==> src/rtl/ps2_rx_fifo.sv <==
// PS/2 device-to-host receiver with a first-word fall-through byte FIFO.
// Ports:
//   i_clk, i_rst_n          system clock, synchronous active-low reset
//   i_ps2_clk, i_ps2_data   asynchronous PS/2 lines
//   o_data, o_valid         FIFO head byte and non-empty flag
//   i_ready                 consumer pops the head byte when o_valid is high
//   o_count                 bytes currently stored (0..FIFO_DEPTH)
//   o_frame_err             one-cycle pulse: bad stop/parity or inter-bit timeout
//   o_overflow              one-cycle pulse: received byte dropped, FIFO full
// Build option: define PS2_RX_PARITY_CHECK_EN to reject frames with bad odd parity.
module ps2_rx_fifo #(
   parameter int unsigned FIFO_DEPTH     = 8,
   parameter int unsigned SYNC_STAGES    = 2,
   parameter int unsigned TIMEOUT_CYCLES = 50000
) (
   input  logic                          i_clk,
   input  logic                          i_rst_n,
   input  logic                          i_ps2_clk,
   input  logic                          i_ps2_data,
   output logic [7:0]                    o_data,
   output logic                          o_valid,
   input  logic                          i_ready,
   output logic [$clog2(FIFO_DEPTH):0]   o_count,
   output logic                          o_frame_err,
   output logic                          o_overflow
);

   localparam int unsigned AW = $clog2(FIFO_DEPTH);
   localparam int unsigned CW = AW + 1;
   localparam int unsigned TW = $clog2(TIMEOUT_CYCLES + 1);

   typedef enum logic [1:0] {IDLE, DATA, PARITY, STOP} state_t;

   // Line synchronisers; reset to the idle-high line level
   logic [SYNC_STAGES-1:0] clk_sync;
   logic [SYNC_STAGES-1:0] data_sync;
   logic                   clk_prev;
   logic                   fall;
   logic                   rx_bit;

   always_ff @(posedge i_clk) begin
      if (!i_rst_n) begin
         clk_sync  <= '1;
         data_sync <= '1;
         clk_prev  <= 1'b1;
      end else begin
         clk_sync  <= {clk_sync[SYNC_STAGES-2:0], i_ps2_clk};
         data_sync <= {data_sync[SYNC_STAGES-2:0], i_ps2_data};
         clk_prev  <= clk_sync[SYNC_STAGES-1];
      end
   end

   assign fall   = clk_prev & ~clk_sync[SYNC_STAGES-1];
   assign rx_bit = data_sync[SYNC_STAGES-1];

   // Frame receiver state
   state_t        state, state_next;
   logic [2:0]    bit_cnt, bit_cnt_next;
   logic [7:0]    shift, shift_next;
   logic [TW-1:0] tmo_cnt, tmo_next;
   logic          push_req, push_next;
   logic          err_next;
   logic          parity_ok;
`ifdef PS2_RX_PARITY_CHECK_EN
   logic          par_bit, par_next;
   // Data bits plus parity must carry an odd number of ones
   assign parity_ok = ^{shift, par_bit};
`else
   assign parity_ok = 1'b1;
`endif

   always_ff @(posedge i_clk) begin
      if (!i_rst_n) begin
         state       <= IDLE;
         bit_cnt     <= '0;
         shift       <= '0;
         tmo_cnt     <= '0;
         push_req    <= 1'b0;
         o_frame_err <= 1'b0;
`ifdef PS2_RX_PARITY_CHECK_EN
         par_bit     <= 1'b0;
`endif
      end else begin
         state       <= state_next;
         bit_cnt     <= bit_cnt_next;
         shift       <= shift_next;
         tmo_cnt     <= tmo_next;
         push_req    <= push_next;
         o_frame_err <= err_next;
`ifdef PS2_RX_PARITY_CHECK_EN
         par_bit     <= par_next;
`endif
      end
   end

   // Next-state and datapath decode; advances only on a synchronised fall
   always_comb begin
      state_next   = state;
      bit_cnt_next = bit_cnt;
      shift_next   = shift;
      tmo_next     = tmo_cnt;
      push_next    = 1'b0;
      err_next     = 1'b0;
`ifdef PS2_RX_PARITY_CHECK_EN
      par_next     = par_bit;
`endif
      if (state != IDLE) begin
         tmo_next = fall ? '0 : TW'(tmo_cnt + TW'(1));
      end
      case (state)
         IDLE: begin
            tmo_next = '0;
            if (fall && !rx_bit) begin
               state_next   = DATA;
               bit_cnt_next = '0;
            end
         end
         DATA: begin
            if (fall) begin
               shift_next   = {rx_bit, shift[7:1]};
               bit_cnt_next = bit_cnt + 3'd1;
               if (bit_cnt == 3'd7) state_next = PARITY;
            end
         end
         PARITY: begin
            if (fall) begin
`ifdef PS2_RX_PARITY_CHECK_EN
               par_next   = rx_bit;
`endif
               state_next = STOP;
            end
         end
         STOP: begin
            if (fall) begin
               state_next = IDLE;
               if (rx_bit && parity_ok) push_next = 1'b1;
               else                     err_next  = 1'b1;
            end
         end
         default: state_next = IDLE;
      endcase
      // Stalled line inside a frame: abandon it
      if ((state != IDLE) && !fall && (tmo_cnt == TW'(TIMEOUT_CYCLES - 1))) begin
         state_next = IDLE;
         tmo_next   = '0;
         push_next  = 1'b0;
         err_next   = 1'b1;
      end
   end

   // FWFT FIFO; the pushed byte is still held in the shift register
   logic [7:0]    mem [FIFO_DEPTH];
   logic [AW-1:0] wr_ptr, rd_ptr, wr_next, rd_next;
   logic [CW-1:0] count_next;
   logic [7:0]    head_next;
   logic          pop, full, wr_en;

   assign pop   = o_valid & i_ready;
   assign full  = (o_count == CW'(FIFO_DEPTH));
   assign wr_en = push_req & (~full | pop);

   always_comb begin
      rd_next    = pop   ? rd_ptr + AW'(1) : rd_ptr;
      wr_next    = wr_en ? wr_ptr + AW'(1) : wr_ptr;
      count_next = o_count;
      case ({wr_en, pop})
         2'b10:   count_next = o_count + CW'(1);
         2'b01:   count_next = o_count - CW'(1);
         default: count_next = o_count;
      endcase
      // New head is the incoming byte when it lands in the slot being exposed
      head_next = (wr_en && (rd_next == wr_ptr)) ? shift : mem[rd_next];
   end

   always_ff @(posedge i_clk) begin
      if (wr_en) mem[wr_ptr] <= shift;
   end

   always_ff @(posedge i_clk) begin
      if (!i_rst_n) begin
         wr_ptr     <= '0;
         rd_ptr     <= '0;
         o_count    <= '0;
         o_valid    <= 1'b0;
         o_data     <= 8'h00;
         o_overflow <= 1'b0;
      end else begin
         wr_ptr     <= wr_next;
         rd_ptr     <= rd_next;
         o_count    <= count_next;
         o_valid    <= (count_next != '0);
         if (count_next != '0) o_data <= head_next;
         o_overflow <= push_req & full & ~pop;
      end
   end

endmodule

==> config.mk <==
export PLATFORM = sky130hd
export DESIGN_NAME = ps2_rx_fifo
export DESIGN_NICKNAME = d
export VERILOG_FILES = /design/src/rtl/ps2_rx_fifo.sv
export SDC_FILE = /design/constraint.sdc
export NUM_CORES = 1
export LEC_CHECK = 0
export ABC_AREA = 0
export ABC_CLOCK_PERIOD_IN_PS = 4800
export CORE_UTILIZATION = 52
export DETAILED_ROUTE_END_ITERATION = 10
export GPL_TIMING_DRIVEN = 0
export PLACE_DENSITY_LB_ADDON = 0.08
export SETUP_SLACK_MARGIN = 0.1
export SLEW_MARGIN = 20
export SYNTH_ARGS = -nofsm -noshare
export SYNTH_HDL_FRONTEND = slang
export SYNTH_SLANG_ARGS = --single-unit
==> constraint.sdc <==
create_clock -name i_clk -period 4.8 [get_ports i_clk]
set_input_delay 1.2 -clock i_clk [delete_from_list [all_inputs] [get_ports i_clk]]
set_output_delay 1.2 -clock i_clk [all_outputs]
set_load 0.1 [all_outputs]
==> flow_summary.json <==
{
  "status": "complete, no violations",
  "core_mm2": 0.009371,
  "pre_cts_ws_ps": 749.6,
  "finalWorstSetupSlack_ps": 1251,
  "cts-root-buf": "clkbuf_8",
  "drc_errors": 0,
  "gp_congestion": 0.8661,
  "crit_family": "simple AND/OR/NAND/NOR gates",
  "via_per_inst": 5.492,
  "crit_arrival_ps": 3940,
  "max-cap-violations": 0,
  "path_cells": "clkdlybuf4s50_1 -> nand3b_4 -> xnor2_1 -> ha_1 -> or3_1 -> and3_2 -> or4_1 -> buf_2 -> buf_6 -> o21ai_1 -> a31oi_1",
  "crit_path_end_kind": "flip-flop",
  "slew_violations": 0,
  "ys_async_sr_fraction": 0,
  "placed_cell_area_mm2": 0.005448,
  "io_pins": 20,
  "grt_overflow": 0,
  "grt_antenna_before_repair": 0,
  "global_route.usage.total": 0.2266,
  "cp.required_ps": 5190,
  "setup_viol": 0,
  "fin_total_pwr_mw": 3.288,
  "grt_max_degree": 17,
  "powerDensity_mw_per_mm2": 543.0,
  "synth.top_cell.area_share": 0.3771,
  "layout.nets": 522,
  "synth-seq-area-share": 0.5971,
  "worst_hold_slack_ps": 408.2,
  "cts_tree": "done",
  "syn_inst": 468,
  "first_pass_iters": 7,
  "synth_cell_types": 51,
  "wl_per_cell_um": 16.28,
  "rsz0062_at_grt": "no",
  "hp-class": "flip-flop to flip-flop",
  "worst_pin_slew_ps": 1112,
  "clk_path_buf_depth": 2,
  "yosysTopAreaCell": "edfxtp_1",
  "clock_sinks": 120,
  "synth-seq-cells": 120,
  "max_slew_margin": 0.2565,
  "peakVddDrop_uv": 302.4,
  "antenna_left": 0,
  "cp-start-kind": "primary input",
  "synth_fp_nets": 484,
  "n_antenna_cell": 0,
  "cp_num_buf_inv": 3,
  "fmax_mhz": 281.8,
  "dieHeight_um": 101.0,
  "skew_ps": 9.936,
  "grt_pass1_vias": 3380,
  "synth_flop_cell": "edfxtp_1",
  "hold_violations": 0,
  "syn2layout_area_growth_pct": 18.81,
  "cts_setup_buffers": 0,
  "cts_resized": 0,
  "insertion_delay_ps": 510,
  "numCtsBuffers": 17,
  "crit_slowest_cell": "or4_1",
  "drt_iter0_markers": 178,
  "synthTopCellsByArea": "edfxtp_1, dfxtp_1, nand2_1",
  "drive_above_1_share": 0.1040,
  "fill_cells": 766,
  "finalCritPeriodShare": 0.7393,
  "fin_area_mm2": 0.006055,
  "port_buffers": 19,
  "ys_warn_count": 0,
  "dieArea_mm2": 0.01020,
  "rows": 35,
  "layoutNonFillerInstCount": 648,
  "max_stage_delay_ps": 590,
  "synth_edf_count": 64,
  "grt_pass1_wl_um": 17020,
  "crit_fanout": 10,
  "p_leak_nw": 2.193,
  "dp_cells": 616,
  "path_class": "primary input to flip-flop",
  "fp.dieW_um": 101.0,
  "vias": 3559,
  "dp_hpwl_um": 7146,
  "clkSlewWorstSetupHoldPaths_ps": 60,
  "hold_buffers": 0,
  "fin_crit_ps": 3549,
  "tns_ps": 0,
  "syn_area_mm2": 0.005096,
  "start_util": 0.5438,
  "htreeDepth": 4,
  "fin_util": 0.6461,
  "drt-total-wl_um": 10550,
  "synth.avg_cell_area_um2": 10.89
}
area by class of cell:
class / instances / area, µm² / area share
tap: 129 / 161.4 / 0.02666
multi-input combinational: 320 / 1943 / 0.3209
clock buffer: 25 / 536.8 / 0.08865
clock inverter: 7 / 60.06 / 0.009919
sequential: 120 / 3043 / 0.5026
inverter: 8 / 30.03 / 0.004960
buffer: 20 / 90.09 / 0.01488
timing repair buffer: 19 / 190.2 / 0.03141
worst paths after layout:
kind,cells after the start,endpoint,slack [ps],from
hold / removal,1,data_sync[1],410,data_sync[0]
hold reg to reg,1,data_sync[1],410,data_sync[0]
setup reg to reg,10,o_data[3],2020,push_req
setup / recovery,11,o_data[3],1250,i_ready
cell families (layout without fill, tap and decap cells):
family / count (synthesis) / in the layout / synth area share
adder cells (fa/ha/maj): 11 / 11 / 0.02701
flip-flops: 120 / 120 / 0.5971
multiplexers: 13 / 13 / 0.02824
buffers and inverters: 28 / 79 / 0.02357
XOR/XNOR: 25 / 25 / 0.04297
AND/OR/NAND/NOR: 195 / 195 / 0.1809
AO/OA/AOI/OAI: 76 / 76 / 0.1002
cell usage after synthesis (all sizes together), types with 5 or more instances:
| cell type | instances |
|---|---|
| nand2 | 68 |
| edfxtp | 64 |
| dfxtp | 56 |
| nor2 | 53 |
| a21oi | 25 |
| nand3 | 25 |
| xor2 | 14 |
| clkbuf | 13 |
| o21ai | 13 |
| ha | 11 |
| mux2i | 11 |
| nor3 | 11 |
| xnor2 | 11 |
| nand2b | 10 |
| a31oi | 8 |
| a32oi | 8 |
| inv | 8 |
| buf | 7 |
| o2111ai | 7 |
| and2 | 5 |
registers in the layout (all words and copies together) (netlist names), 2 cells and up:
name / cells
state: 2
mem: 64
rd_ptr: 3
o_count: 4
tmo_cnt: 16
shift: 8
bit_cnt: 3
o_data: 8
data_sync: 2
wr_ptr: 3
clk_sync: 2
routing by layer:
metal / up-vias / part of all wire / global-route usage
met5: - / 0 / 0
li1: 1762 / - / -
met4: 0 / 0.0096 / 0.07581
met1: 1698 / 0.46 / 0.3016
met2: 92 / 0.48 / 0.3683
met3: 7 / 0.044 / 0.05062
layout by cell type, fill, tap and decap left out, drive strengths merged, types with 10 or more instances in the layout:
cell	n
xnor2	11
nand3	25
nand2	68
o21ai	13
ha	11
mux2i	11
dfxtp	56
nand2b	10
edfxtp	64
a21oi	25
xor2	14
nor3	11
clkbuf	38
nor2	53
clkdlybuf4s50	19
report_power, final:
part	internal (mW)	switching [mW]	leakage [nW]
Sequential	1.12	0.0353	1.05
Clock	0.812	0.426	0.304
Combinational	0.268	0.626	0.841
Note: power is estimated with default switching activity, not from simulation.
